**config.mk**
```make
export PLATFORM = sky130hd
export DESIGN_NAME = id_operand_issue
export DESIGN_NICKNAME = d
export VERILOG_FILES = /design/src/rtl/id_pkg.sv /design/src/rtl/id_fwd_sel.sv /design/src/rtl/id_operand_issue.sv
export SDC_FILE = /design/constraint.sdc
export NUM_CORES = 1
export LEC_CHECK = 0
export CORE_MARGIN = 2
export CORE_UTILIZATION = 51
export CTS_BUF_LIST = sky130_fd_sc_hd__clkbuf_16
export DETAILED_ROUTE_END_ITERATION = 12
export PLACE_DENSITY = 0.79
export SLEW_MARGIN = 30
export SYNTH_ARGS = -nofsm -noshare
export SYNTH_HDL_FRONTEND = slang
export SYNTH_SLANG_ARGS = --single-unit
```
**constraint.sdc**
```tcl
create_clock -name clk -period 6.8 [get_ports clk]
set_clock_uncertainty 0.2 [all_clocks]
set_input_delay 0.68 -clock clk [delete_from_list [all_inputs] [get_ports clk]]
set_output_delay 0.68 -clock clk [all_outputs]
set_load 0.05 [all_outputs]
```
**src/rtl/id_pkg.sv**
```systemverilog
// Shared constants and helpers for the decode-slot operand/issue stage.
package id_pkg;
    localparam int DATA_W_DEF = 32;
    localparam int REG_AW_DEF = 5;
    localparam int REG0       = 0;

    // Ceiling log2 with a floor of 1 so a counter is never zero bits wide.
    function automatic int clog2(input int v);
        int r;
        r = 0;
        for (int i = 0; i < 31; i++) begin
            if ((1 << i) < v) r = i + 1;
        end
        return (r < 1) ? 1 : r;
    endfunction
endpackage

```
**src/rtl/id_fwd_sel.sv**
```systemverilog
// Priority forwarding mux for one operand: nearest matching source wins, regfile otherwise.
// Combinational; haz flags a winning source whose result is not yet available.
module id_fwd_sel
    import id_pkg::*;
#(
    parameter int DATA_W = DATA_W_DEF,
    parameter int REG_AW = REG_AW_DEF,
    parameter int NFWD   = 2
) (
    input  logic [REG_AW-1:0]      r,
    input  logic [DATA_W-1:0]      rf_q,
    input  logic [NFWD-1:0]        fwd_wreg,
    input  logic [NFWD*REG_AW-1:0] fwd_rn,
    input  logic [NFWD-1:0]        fwd_rdy,
    input  logic [NFWD*DATA_W-1:0] fwd_data,
    output logic [DATA_W-1:0]      val,
    output logic                   haz
);
    logic found;

    always_comb begin
        val   = rf_q;
        haz   = 1'b0;
        found = 1'b0;
        for (int i = 0; i < NFWD; i++) begin
            if (!found && fwd_wreg[i] && fwd_rn[i*REG_AW +: REG_AW] == r
                && r != REG_AW'(REG0)) begin
                found = 1'b1;
                val   = fwd_data[i*DATA_W +: DATA_W];
                haz   = ~fwd_rdy[i];
            end
        end
        if (r == REG_AW'(REG0)) val = '0;
    end
endmodule

```
**src/rtl/id_operand_issue.sv**
```systemverilog
// Operand fetch, hazard interlock and ID/EX issue register; one cycle decode-to-ex_*.
// Stalls on not-ready forwards and a long-latency scoreboard; ID_PERF_CNT_EN enables stall_cnt.
module id_operand_issue
    import id_pkg::*;
#(
    parameter int DATA_W   = DATA_W_DEF,
    parameter int REG_AW   = REG_AW_DEF,
    parameter int NFWD     = 2,
    parameter int LONG_LAT = 4
) (
    input  logic                   clk,
    input  logic                   clrn,
    input  logic                   id_vld,
    input  logic [REG_AW-1:0]      id_rs,
    input  logic [REG_AW-1:0]      id_rt,
    input  logic                   id_use_rt,
    input  logic                   id_wreg,
    input  logic [REG_AW-1:0]      id_rn,
    input  logic                   id_long,
    input  logic [DATA_W-1:0]      rf_qa,
    input  logic [DATA_W-1:0]      rf_qb,
    input  logic [NFWD-1:0]        fwd_wreg,
    input  logic [NFWD*REG_AW-1:0] fwd_rn,
    input  logic [NFWD-1:0]        fwd_rdy,
    input  logic [NFWD*DATA_W-1:0] fwd_data,
    input  logic                   flush,
    output logic                   stall,
    output logic                   ex_vld,
    output logic                   ex_wreg,
    output logic                   ex_long,
    output logic [DATA_W-1:0]      ex_a,
    output logic [DATA_W-1:0]      ex_b,
    output logic [REG_AW-1:0]      ex_rn,
    output logic [31:0]            stall_cnt
);
    localparam int NREG = 1 << REG_AW;
    localparam int CW   = clog2(LONG_LAT + 1);
    localparam logic [CW-1:0] LAT = CW'(LONG_LAT);

    logic [DATA_W-1:0] val_a, val_b;
    logic              haz_a, haz_b;
    logic [CW-1:0]     sb_cnt [NREG];
    logic [NREG-1:0]   busy;
    logic              issue, sb_load;

    id_fwd_sel #(.DATA_W(DATA_W), .REG_AW(REG_AW), .NFWD(NFWD)) u_sel_a (
        .r(id_rs), .rf_q(rf_qa), .fwd_wreg(fwd_wreg), .fwd_rn(fwd_rn),
        .fwd_rdy(fwd_rdy), .fwd_data(fwd_data), .val(val_a), .haz(haz_a)
    );

    id_fwd_sel #(.DATA_W(DATA_W), .REG_AW(REG_AW), .NFWD(NFWD)) u_sel_b (
        .r(id_rt), .rf_q(rf_qb), .fwd_wreg(fwd_wreg), .fwd_rn(fwd_rn),
        .fwd_rdy(fwd_rdy), .fwd_data(fwd_data), .val(val_b), .haz(haz_b)
    );

    always_comb begin
        busy = '0;
        for (int i = 0; i < NREG; i++) busy[i] = (sb_cnt[i] != '0);
    end

    // WAW against a busy destination also stalls, so a counter is never reloaded while running.
    assign stall = id_vld & (haz_a | (id_use_rt & haz_b) | busy[id_rs]
                             | (id_use_rt & busy[id_rt]) | (id_wreg & busy[id_rn]));

    assign issue   = id_vld & ~stall & ~flush;
    assign sb_load = issue & id_long & id_wreg & (id_rn != REG_AW'(REG0));

    always_ff @(posedge clk or posedge clrn) begin
        if (clrn) begin
            for (int i = 0; i < NREG; i++) sb_cnt[i] <= '0;
        end else begin
            for (int i = 0; i < NREG; i++) begin
                if (sb_load && id_rn == REG_AW'(i)) sb_cnt[i] <= LAT;
                else if (sb_cnt[i] != '0)           sb_cnt[i] <= sb_cnt[i] - CW'(1);
            end
        end
    end

    always_ff @(posedge clk or posedge clrn) begin
        if (clrn) begin
            ex_vld  <= 1'b0;
            ex_wreg <= 1'b0;
            ex_long <= 1'b0;
            ex_a    <= '0;
            ex_b    <= '0;
            ex_rn   <= '0;
        end else if (!issue) begin
            ex_vld  <= 1'b0;
            ex_wreg <= 1'b0;
            ex_long <= 1'b0;
        end else begin
            ex_vld  <= 1'b1;
            ex_wreg <= id_wreg;
            ex_long <= id_long;
            ex_a    <= val_a;
            ex_b    <= val_b;
            ex_rn   <= id_rn;
        end
    end

`ifdef ID_PERF_CNT_EN
    always_ff @(posedge clk or posedge clrn) begin
        if (clrn)                              stall_cnt <= '0;
        else if (stall && stall_cnt != '1)     stall_cnt <= stall_cnt + 32'd1;
    end
`else
    assign stall_cnt = '0;
`endif
endmodule

```
# Yosys cells after proc, flatten, opt, wreduce, memory -nomap -nowiden
# Index checks and enable logic that the tools add are counted.
word_totals:
  ff_bits: 168
  in_bits: 164
  elab_cells: 324
op_classes:
  n_addsub: 32
  order_cmp: 3
  n_eq_ne: 35
  mux: 85
  n_bitwise: 17
  n_reduce_logical: 114
ops:
  columns: ["op", "n"]
  rows:
  - ["$mux W3", 64]
  - ["$mux W32", 6]
  - ["$reduce_bool A3 Y1", 32]
  - ["$sub A3 B1 Y3 const B", 32]
  - ["$eq A5 B5 Y1 const B", 16]
  - ["$reduce_bool A2 Y1", 32]
  - ["$logic_and A1 B1 Y1", 42]
  - ["$eq A5 B4 Y1 const B", 8]
  - ["$eq A5 B3 Y1 const B", 4]
  - ["$eq A5 B5 Y1", 4]
  - ["$lt A5 B6 Y1 const B", 3]
  - ["$bmux W1 S5", 3]
  - ["$logic_not A5 Y1", 3]
  - ["$reduce_bool A5 Y1", 3]
  - ["$mux W1", 12]
  - ["$eq A5 B2 Y1 const B", 2]
  - ["$and A1 B1 Y1", 9]
  - ["$eq A5 B1 Y1 const B", 1]
  - ["$not A1 Y1", 4]
  - ["$or A1 B1 Y1", 4]
  - ["$logic_not A1 Y1", 2]

# Longest topological paths before layout
# Gate-level depths: netlist of the first run.
depth:
  word_depth: 23
  ltp_mapped: 13
  ltp_nobuf: 10

# Modules after synthesis
# From an unflattened synthesis of the first run, not the netlist that was laid out.
unflattened:
  hier_cells: 1208
  area_unflattened_um2: 11611.1
modules_own_cells:
  columns: ["mod", "n_inst", "cells_each", "area_per_inst_um2"]
  rows:
  - ["id_operand_issue", 1, 856, 9479.1]
  - ["id_fwd_sel", 2, 176, 1066.0]

# Worst setup path before layout of the first run
# Ideal clock, no wire load.
synth_path:
  kind: "in2out"
  from: "input id_rs[3]"
  to: "output stall"
  arrival_time_ns: 3.158
  setup_slack_ns: 2.762
  cell_stages: 9
  path_buffers: 2
  cell_sequence: "buf_2 > nor3_1 > and3_1 > buf_6 > or4_4 > and4b_1 > a211o_1 > or4b_2 > o21a_1"
synth_via:
  elab_chain_len: 14
  elab_cells_between_ends: 19
  cone_classes: "2 x eq/ne; 5 x mux; 5 x bitwise; 7 x reduce/logical"
synth_lines:
  columns: ["element", "line", "text"]
  rows:
  - ["from (decl)", "id_operand_issue.sv:14", "input logic [REG_AW-1:0] id_rs,"]
  - ["$eq A5 B5 Y1", "id_fwd_sel.sv:26", "if (!found && fwd_wreg[i] && fwd_rn[i*REG_AW +: REG_AW] == r"]
  - ["$logic_and A1 B1 Y1", "id_fwd_sel.sv:26", null]
  - ["$logic_and A1 B1 Y1", "id_fwd_sel.sv:27", "&& r != REG_AW'(REG0)) begin"]
  - ["$mux W1", "id_fwd_sel.sv:26", null]
  - ["$logic_not A1 Y1", "id_fwd_sel.sv:26", null]
  - ["$logic_and A1 B1 Y1 (2 in a row)", "id_fwd_sel.sv:26", null]
  - ["$logic_and A1 B1 Y1", "id_fwd_sel.sv:27", null]
  - ["$mux W1", "id_fwd_sel.sv:26", null]
  - ["$or A1 B1 Y1", "id_operand_issue.sv:62", "assign stall = id_vld & (haz_a | (id_use_rt & haz_b) | busy[id_rs]"]
  - ["$or A1 B1 Y1 *", "id_operand_issue.sv:62", null]
  - ["$or A1 B1 Y1 * (2 in a row)", "id_operand_issue.sv:63", "| (id_use_rt & busy[id_rt]) | (id_wreg & busy[id_rn]));"]
  - ["$and A1 B1 Y1 *", "id_operand_issue.sv:62", null]
  - ["to (decl)", "id_operand_issue.sv:27", "output logic stall,"]
# Mark *: on every way between the ends. The rest lies on a longest branch, timed or not. The select of a mux whose other input is x is not followed.

# Worst setup path in the final report of the first run
layout_path:
  from: "input id_rt[1]"
  to: "output stall"
layout_via:
  elab_chain_len: 15
  elab_cells_between_ends: 21
  cone_classes: "2 x eq/ne; 5 x mux; 7 x bitwise; 7 x reduce/logical"
layout_lines:
  columns: ["element", "line", "text"]
  rows:
  - ["from (decl)", "id_operand_issue.sv:15", "input logic [REG_AW-1:0] id_rt,"]
  - ["$eq A5 B5 Y1", "id_fwd_sel.sv:26", null]
  - ["$logic_and A1 B1 Y1", "id_fwd_sel.sv:26", null]
  - ["$logic_and A1 B1 Y1", "id_fwd_sel.sv:27", null]
  - ["$mux W1", "id_fwd_sel.sv:26", null]
  - ["$logic_not A1 Y1", "id_fwd_sel.sv:26", null]
  - ["$logic_and A1 B1 Y1 (2 in a row)", "id_fwd_sel.sv:26", null]
  - ["$logic_and A1 B1 Y1", "id_fwd_sel.sv:27", null]
  - ["$mux W1", "id_fwd_sel.sv:26", null]
  - ["$and A1 B1 Y1", "id_operand_issue.sv:62", null]
  - ["$or A1 B1 Y1 (2 in a row)", "id_operand_issue.sv:62", null]
  - ["$or A1 B1 Y1 * (2 in a row)", "id_operand_issue.sv:63", null]
  - ["$and A1 B1 Y1 *", "id_operand_issue.sv:62", null]
# Marked as above.

==> metrics.md, run 1 <==
| Metric | Value |
|---|---|
| Sort of element at the start of the critical path | primary input |
| Clock insertion delay at the later pin of the skew report | about 0.44 ns |
| Total routed wirelength | 32.5 mm |
| WP depth | 10 |
| Quantity of hold-fixing buffers added after cts | 0 |
| Share of total power consumed by net switching | a little over two fifths |
| Std cell rows | 54 |
| Clock Tree Buf Depth | 2 |
| Post-synth top flop | dfrtp_1 |
| Power spent charging and discharging nets | around 2600 µW |
| Count of synthesis-stage warnings from yosys | 0 |
| Minimum clock period | between 5 and 6 ns |
| Gpl congestion | just over 0.9 |
| Register area share after synthesis | 37.0% |
| Buffers on Ports | 236 |
| Number of buffers added for setup after CTS | 0 |
| Starting utilization of the core area | 52.0% |
| H-tree depth | 4 |
| Required time of the critical path | ~6 ns |
| Wire per inst | around 20 µm |
| Number of maximum-capacitance violations | 0 |
| Clock transition at the registers of the reported paths | roughly 0.07 ns |
| Number of instances in the synthesized netlist | around 1,100 |
| Crit path max fanout | 33 |
| Final-layout fill cell count | 1,719 |
| Count of endpoints failing setup in the final report | 0 |
| Final critical-path setup slack | between 1.5 and 2 ns |
| Portion of total power attributed to the clock network | between 10% and 20% |
| Core box area | about 22,000 µm² |
| Fraction of registers with async set/reset | 100% |
| Classification of the worst-slack hold path | register to register |
| Relative contribution of sequential cells to total power | between 20% and 30% |
| Overall fraction of global-route tracks in use | a little over a quarter |
| Highest cell delay on the worst timing path | 0.74 ns |
| Io pins | about 270 |
| Cell Pwr Density | roughly 420 nW/µm² |
| Largest delay share family, worst path | simple AND/OR/NAND/NOR gates |
| Leakage power total | roughly 0.0065 µW |
| Placed standard-cell area | 13,700 µm² |
| Total congestion overflow | 0 |
| Slew at the pin closest to its max-slew limit | around 1.0 ns |
| FF+latch area | 4200 µm² |
| Share of post-route cells with drive strength above 1 | 6.10% |
| CTS tree | yes |
| Arrival time at the worst endpoint | between 4 and 5 ns |
| Total clock sinks | between 150 and 200 |
| Hold Path Cell Cnt | 1 |
| Bufs and invs on worst path | 3 |
| Slew HR | a little under a third |
| Total of flip-flops plus latches after synthesis | between 150 and 200 |
| Antenna Violating Nets Remaining | 0 |
| Slowest stage cell, crit path | clkdlybuf4s50_1 |
| CP cell instances | clkdlybuf4s50_1, or4_4, nor2_4, buf_4, nor3_1, a41o_1, a211o_1, or4b_2, o21a_1, buf_4 |
| Path depth of the worst reg2reg path | 10 |
| Number of enable flip-flop cells after synthesis | 0 |
| Nets | 1,575 |
| Library cells used by synthesis | between 60 and 70 |
| Area of all placed cells without fillers | 14,300 µm² |
| Run status | finished, final reports clean |
| Avg Synthesized Cell Area | 9.94 µm² |
| Sort of element at the end of the critical path | output port |
| Critical setup path kind | primary input to output port |
| Cell internal pwr | between 3000 and 4000 µW |
| Total Negative Setup Slacks | 0 ns |
| Vias in the first global route | just over 9,000 |
| Pre-CTS WS | roughly 1.1 ns |
| Post-Synthesis Cell Area | ~11,000 µm² |
| Remaining design rule violation count | 0 |
| Top cell by count, worst path | buf_4 |
| Detailed router's first-iteration violation count | 603 |
| Timing-limited maximum frequency | approximately 0.19 GHz |
| Die extent in x | 153 µm |
| Logic gate share of total power | 54.4% |
| Number of antenna violations at the first check in global routing | 7 |
| Clock tree root buffer cell | clkbuf_16 |
| Largest net degree at the start of global routing | 110 |
| Vias | between 9,000 and 10,000 |
| Number of pins exceeding their max-slew limit in the final report | 0 |
| Final count of hold timing violations | 0 |
| Unrepaired setup endpoints after global routing | no |
| Die span in y | roughly 150 µm |
| Final worst-path cycle share | roughly 77% |
| Resized Gates After CTS | 0 |
| TritonCTS Buffers | 17 |
| Ratio of routed vias to standard cells | roughly 5.7 |
| Peak supply drop | 0.214 mV |
| Floorplan die area | 23,500 µm² |
| Placed wire-length estimate | between 20 and 25 mm |
| Area growth, synth to finish | 25.9% |
| Wire length of the first global-routing pass | ~50 mm |
| Multi-input gate area in the final layout | ~6400 µm² |
| 1st-pass router iterations | 5 |
per-layer routing:
metal  vias up  routed length (µm)  track usage, %
met5         -                   0               0
met4         0                1160            13.0
met3        77                2470            4.93
met2       406               16000            46.2
met1      4543               12800            34.0
li1       4356                   -               -
worst paths after layout:
kind / start / end / slack (ns)
worst max-delay path: id_rt[1] / stall / 1.53
worst min-delay path: ex_b[8]$_DFFE_PP0N_ / ex_b[8]$_DFFE_PP0N_ / 0.29
worst max register to register: sb_cnt[84]$_DFFE_PP0P_ / ex_a[3]$_DFFE_PP0N_ / 2.51
worst min register to register: ex_b[8]$_DFFE_PP0N_ / ex_b[8]$_DFFE_PP0N_ / 0.29
max in group asynchronous: clrn / ex_b[4]$_DFFE_PP0N_ / 4.41
min in group asynchronous: clrn / ex_a[8]$_DFFE_PP0N_ / 0.55
worst register-to-register path: cells and delay by family, from the launching register on:
family / cells / cell delay [ns]
buf+inv: 2 / 0.74
flops: 1 / 0.36
mux: 1 / 0.56
compound gates: 4 / 1.16
fa+ha+maj: 1 / 0.17
simple gates: 2 / 0.98
cell type report:
type,count,share of cell area [%]
clock inverters,15,1.07
well taps,280,2.45
clock buffers,17,2.98
inverters,76,2.08
diodes,8,0.140
repair buffers,247,17.1
multi-input cells,837,44.8
flip-flops and latches,168,29.4
cells in the final DEF, fill, tap and decap left out, drive strengths merged, types with 10 or more instances in the layout:
| master | netlist | routed |
|---|---|---|
| clkdlybuf4s50 | 0 | 235 |
| dfrtp | 168 | 168 |
| nor2 | 119 | 119 |
| mux2i | 98 | 98 |
| inv | 75 | 78 |
| mux2 | 74 | 74 |
| a211oi | 66 | 66 |
| nand2 | 65 | 65 |
| ha | 64 | 64 |
| o21ai | 55 | 55 |
| xnor2 | 41 | 41 |
| a31oi | 36 | 36 |
| nor2b | 32 | 32 |
| conb | 1 | 32 |
| o21a | 24 | 24 |
| nand2b | 23 | 23 |
| clkbuf | 33 | 17 |
| mux4 | 17 | 17 |
| a21oi | 14 | 14 |
| buf | 59 | 12 |
| xor2 | 11 | 11 |
| nor3 | 10 | 10 |
per-stage QoR:
step | utilization, % | hold slack, ns | instances | power (µW)
after floorplan | - | 0.287 | 1173 | 4140
after global placement | 62.7 | 0.266 | 1608 | 4940
after detailed placement | 62.8 | 0.274 | 1608 | 5090
after CTS | 65.4 | 0.290 | 1640 | 6090
after global routing | 65.5 | 0.307 | 1647 | 6450
final | 65.5 | 0.288 | 1648 | 6070
power by group through the flow:
stage	Clock, µW	Combinational, µW	Sequential (µW)
6_report	974	3300	1790
5_1_grt	1030	3580	1850
4_1_cts	987	3320	1780
3_5_place_dp	0	3290	1800
3_3_place_gp	0	3170	1770
2_1_floorplan	0	1670	2470
Yosys cell counts, types with 2 or more instances:
cell	instances	area [µm²]
dfrtp_1	168	4200
nor2_1	118	443
mux2i_1	98	981
inv_1	72	270
a211oi_1	66	495
nand2_1	65	244
ha_1	64	801
mux2_1	64	721
o21ai_0	54	270
xnor2_1	41	359
a31oi_1	36	225
buf_4	34	255
clkbuf_1	33	124
nor2b_1	32	200
o21a_1	24	180
nand2b_1	23	144
mux4_2	16	360
buf_6	15	169
a21oi_1	14	70.1
xor2_1	11	96.3
nor3_1	10	50.1
buf_1	6	22.5
mux2_2	5	56.3
mux2_4	5	75.1
a2111oi_0	4	35.0
buf_2	4	20.0
nand4_1	4	25.0
and2_1	3	18.8
nand3_1	3	15.0
nand3b_1	3	22.5
nor3b_1	3	22.5
a21boi_1	2	15.0
and3b_1	2	17.5
and4b_1	2	20.0
inv_2	2	7.51
nor4bb_1	2	20.0
o211ai_1	2	15.0
o31ai_1	2	15.0
or3_1	2	12.5
or3b_2	2	17.5
or4_4	2	22.5
cell families (layout without fill, tap and decap cells):
family	after synthesis	after routing	share of synthesized area (%)
xor gates and xnor gates	52	52	4.01
AOI/OAI and AO/OA	215	215	12.5
muxes	189	189	19.6
adders and majority gates	64	64	7.05
other	1	40	0.0330
buffers and inverters	168	355	7.76
DFF	168	168	37.0
and+or+nand+nor	285	285	12.1
state kept, by name, indices dropped and copies added (netlist names):
signal,count
ex_a,32
ex_b,32
ex_long,1
ex_rn,5
ex_vld,1
ex_wreg,1
sb_cnt,96
Power figures use the tool's default switching activity.
==> run 2: changes to the inputs <==
==> constraint.sdc (replaced) <==
create_clock -name clk -period 5.2 [get_ports clk]
set_clock_uncertainty 0.2 [all_clocks]
set_input_delay 0.52 -clock clk [delete_from_list [all_inputs] [get_ports clk]]
set_output_delay 0.52 -clock clk [all_outputs]
set_load 0.05 [all_outputs]
==> run 2 against run 1 <==
Non-clock buffer count is 13 higher. Critical path depth fell by 1. Register-to-register slack worse by 1.3 ns. Cell count grew 0.42%. Count of clock-buffer cells in the layout unchanged. Critical endpoint unchanged. Setup slack lost 0.95 ns. Wire length increased by 1.9%. Core utilization grew 0.75 points. Largest cell class unchanged.
==> metrics.md, run 2 (synthesis results as in run 1) <==
| Metric | Value |
|---|---|
| Cell total after placement | roughly 1,600 |
| Wire per inst | approximately 20 µm |
| Clock tree root buffer cell | clkbuf_16 |
| Remaining design rule violation count | 0 |
| Peak supply drop | around 0.27 mV |
| Starting utilization of the core area | around 52% |
| Total congestion overflow | 0 |
| Vias in the first global route | just over 9,000 |
| Classification of the worst-slack hold path | primary input to async pin |
| Critical setup path kind | primary input to output port |
| Required time of the critical path | around 4.5 ns |
| Crit path max fanout | 29 |
| Clock Tree Buf Depth | 2 |
| CTS tree | yes |
| Post-Route Utilization | 66.3% |
| Core box area | around 22,000 µm² |
| Leakage power total | ~0.0066 µW |
| Buffers on Ports | approximately 240 |
| Terminus of the critical flop-to-flop path | ex_b[18]$_DFFE_PP0N_ |
| Run status | finished, final reports clean |
| 1st-pass router iterations | 5 |
| Minimum clock period | between 4 and 5 ns |
| Most used cells in the layout excluding fill and tap cells | 235 x clkdlybuf4s50_1, 168 x dfrtp_1, 118 x nor2_1 |
| Flip-flop count of the largest register, all copies and words added | 96 |
| Wire length of the first global-routing pass | 51.4 mm |
| Largest registers ranked by flip-flop count | sb_cnt: 96 flops, ex_a: 32 flops, ex_b: 32 flops |
| Count of endpoints failing setup in the final report | 0 |
| R2r startpoint | sb_cnt[51]$_DFFE_PP0P_ |
| Die extent in x | between 150 and 200 µm |
| Area growth, synth to finish | 27.4% |
| Std cell rows | 54 |
| Resized Gates After CTS | 0 |
| TritonCTS Buffers | 17 |
| Unrepaired setup endpoints after global routing | no |
| Nets | approximately 1,600 |
| Final worst-path cycle share | 88.8% |
| R2R Setup Slk | approximately 1.2 ns |
| Die span in y | ~150 µm |
| Sort of element at the start of the critical path | primary input |
| Top reg by flops | sb_cnt |
| Floorplan die area | about 23,000 µm² |
| Detailed router's first-iteration violation count | roughly 600 |
| Antenna Violating Nets Remaining | 0 |
| Non-Filler Instances | between 1,500 and 2,000 |
| Placed wire-length estimate | roughly 25 mm |
| Path depth of the worst reg2reg path | 11 |
| Slew HR | roughly two fifths |
| H-tree depth | 4 |
| Number of pins exceeding their max-slew limit in the final report | 0 |
| Total power after layout | ~8000 µW |
| Sort of element at the end of the critical path | output port |
| Number of maximum-capacitance violations | 0 |
| Most common cell after layout, fill and taps aside | clkdlybuf4s50_1 |
| Final count of hold timing violations | 0 |
| Cell Pwr Density | 556 nW/µm² |
| Number of buffers added for setup after CTS | 0 |
| Timing-limited maximum frequency | 0.217 GHz |
| Ratio of routed vias to standard cells | 5.70 |
| Gpl congestion | slightly below 1 |
| Clock transition at the registers of the reported paths | approximately 0.06 ns |
| Slew at the pin closest to its max-slew limit | about 0.91 ns |
| Share of post-route cells with drive strength above 1 | under 10% |
| Number of antenna violations at the first check in global routing | 2 |
| Largest net degree at the start of global routing | 93 |
| Io pins | ~270 |
| Total routed wirelength | around 33 mm |
| Vias | about 9,400 |
| Total Negative Setup Slacks | 0 ns |
| Quantity of hold-fixing buffers added after cts | 0 |
| Clock insertion delay at the later pin of the skew report | 0.43 ns |
| Overall fraction of global-route tracks in use | 28.1% |
| Arrival time at the worst endpoint | 3.90 ns |
| Total clock sinks | about 170 |
run 2: cell count changes in the layout (fill, tap and decap cells not counted), sizes merged:
cell      change
bufinv        +2
buf          +13
diode         -6
clkinvlp      -2
run 2: power breakdown:
part | internal [µW] | leakage (µW) | switching (µW)
Sequential | 1980 | 0.00202 | 358
Combinational | 1840 | 0.00425 | 2530
Clock | 798 | 0.000304 | 536
run 2: layer usage:
metal / vias up / global-route usage, % / part of all wire [%]
met5: - / 0 / 0
met4: 0 / 11.5 / 3.6
met3: 81 / 5.87 / 7.6
met2: 389 / 48.0 / 50
met1: 4569 / 34.9 / 39
li1: 4392 / - / -
run 2: worst max path at each step:
stage             to     start  slack (ns)
2_1_floorplan  stall  id_rs[3]        1.48
6_report       stall  id_rs[3]        0.58
3_5_place_dp   stall  id_rs[0]        0.64
5_1_grt        stall  id_rn[1]        0.51
4_1_cts        stall  id_rs[0]        0.63
3_3_place_gp   stall  id_rs[0]        0.66
run 2: per-stage QoR:
| step | hold WS, ns | setup WS, ns | instance area, µm² |
|---|---|---|---|
| final | 0.236 | 0.584 | 14500 |
| after global routing | 0.241 | 0.513 | 14500 |
| after global placement | 0.266 | 0.658 | 13800 |
| after CTS | 0.233 | 0.628 | 14400 |
| after floorplan | 0.287 | 1.48 | 11500 |
| after detailed placement | 0.275 | 0.636 | 13800 |
run 2: layout make-up:
type	count	area, µm²
Antenna cell	2	5.00
Clock buffer	17	425
Clock inverter	15	183
Fill cell	1732	7360
Inverter	76	294
Multi-Input combinational cell	837	6410
Sequential cell	168	4200
Tap cell	280	350
Timing Repair Buffer	260	2590
run 2: worst max-delay path, cell delays in order:
cell             delay, ns
clkdlybuf4s50_1       0.64
nor3_1                0.11
and3_1                0.21
or4_4                 0.71
and4b_1               0.27
a211o_1               0.28
or4b_2                0.68
o21a_1                0.25
buf_4                 0.21
==> run 3: changes to the inputs <==
--- a/config.mk
+++ b/config.mk
@@ -5,6 +5,7 @@
 export SDC_FILE = /design/constraint.sdc
 export NUM_CORES = 1
 export LEC_CHECK = 0
+export CAP_MARGIN = 20
 export CORE_MARGIN = 2
 export CORE_UTILIZATION = 51
 export CTS_BUF_LIST = sky130_fd_sc_hd__clkbuf_16
==> results of run 3 <==
Final layout, timing and power as in run 2 (identical DEF).
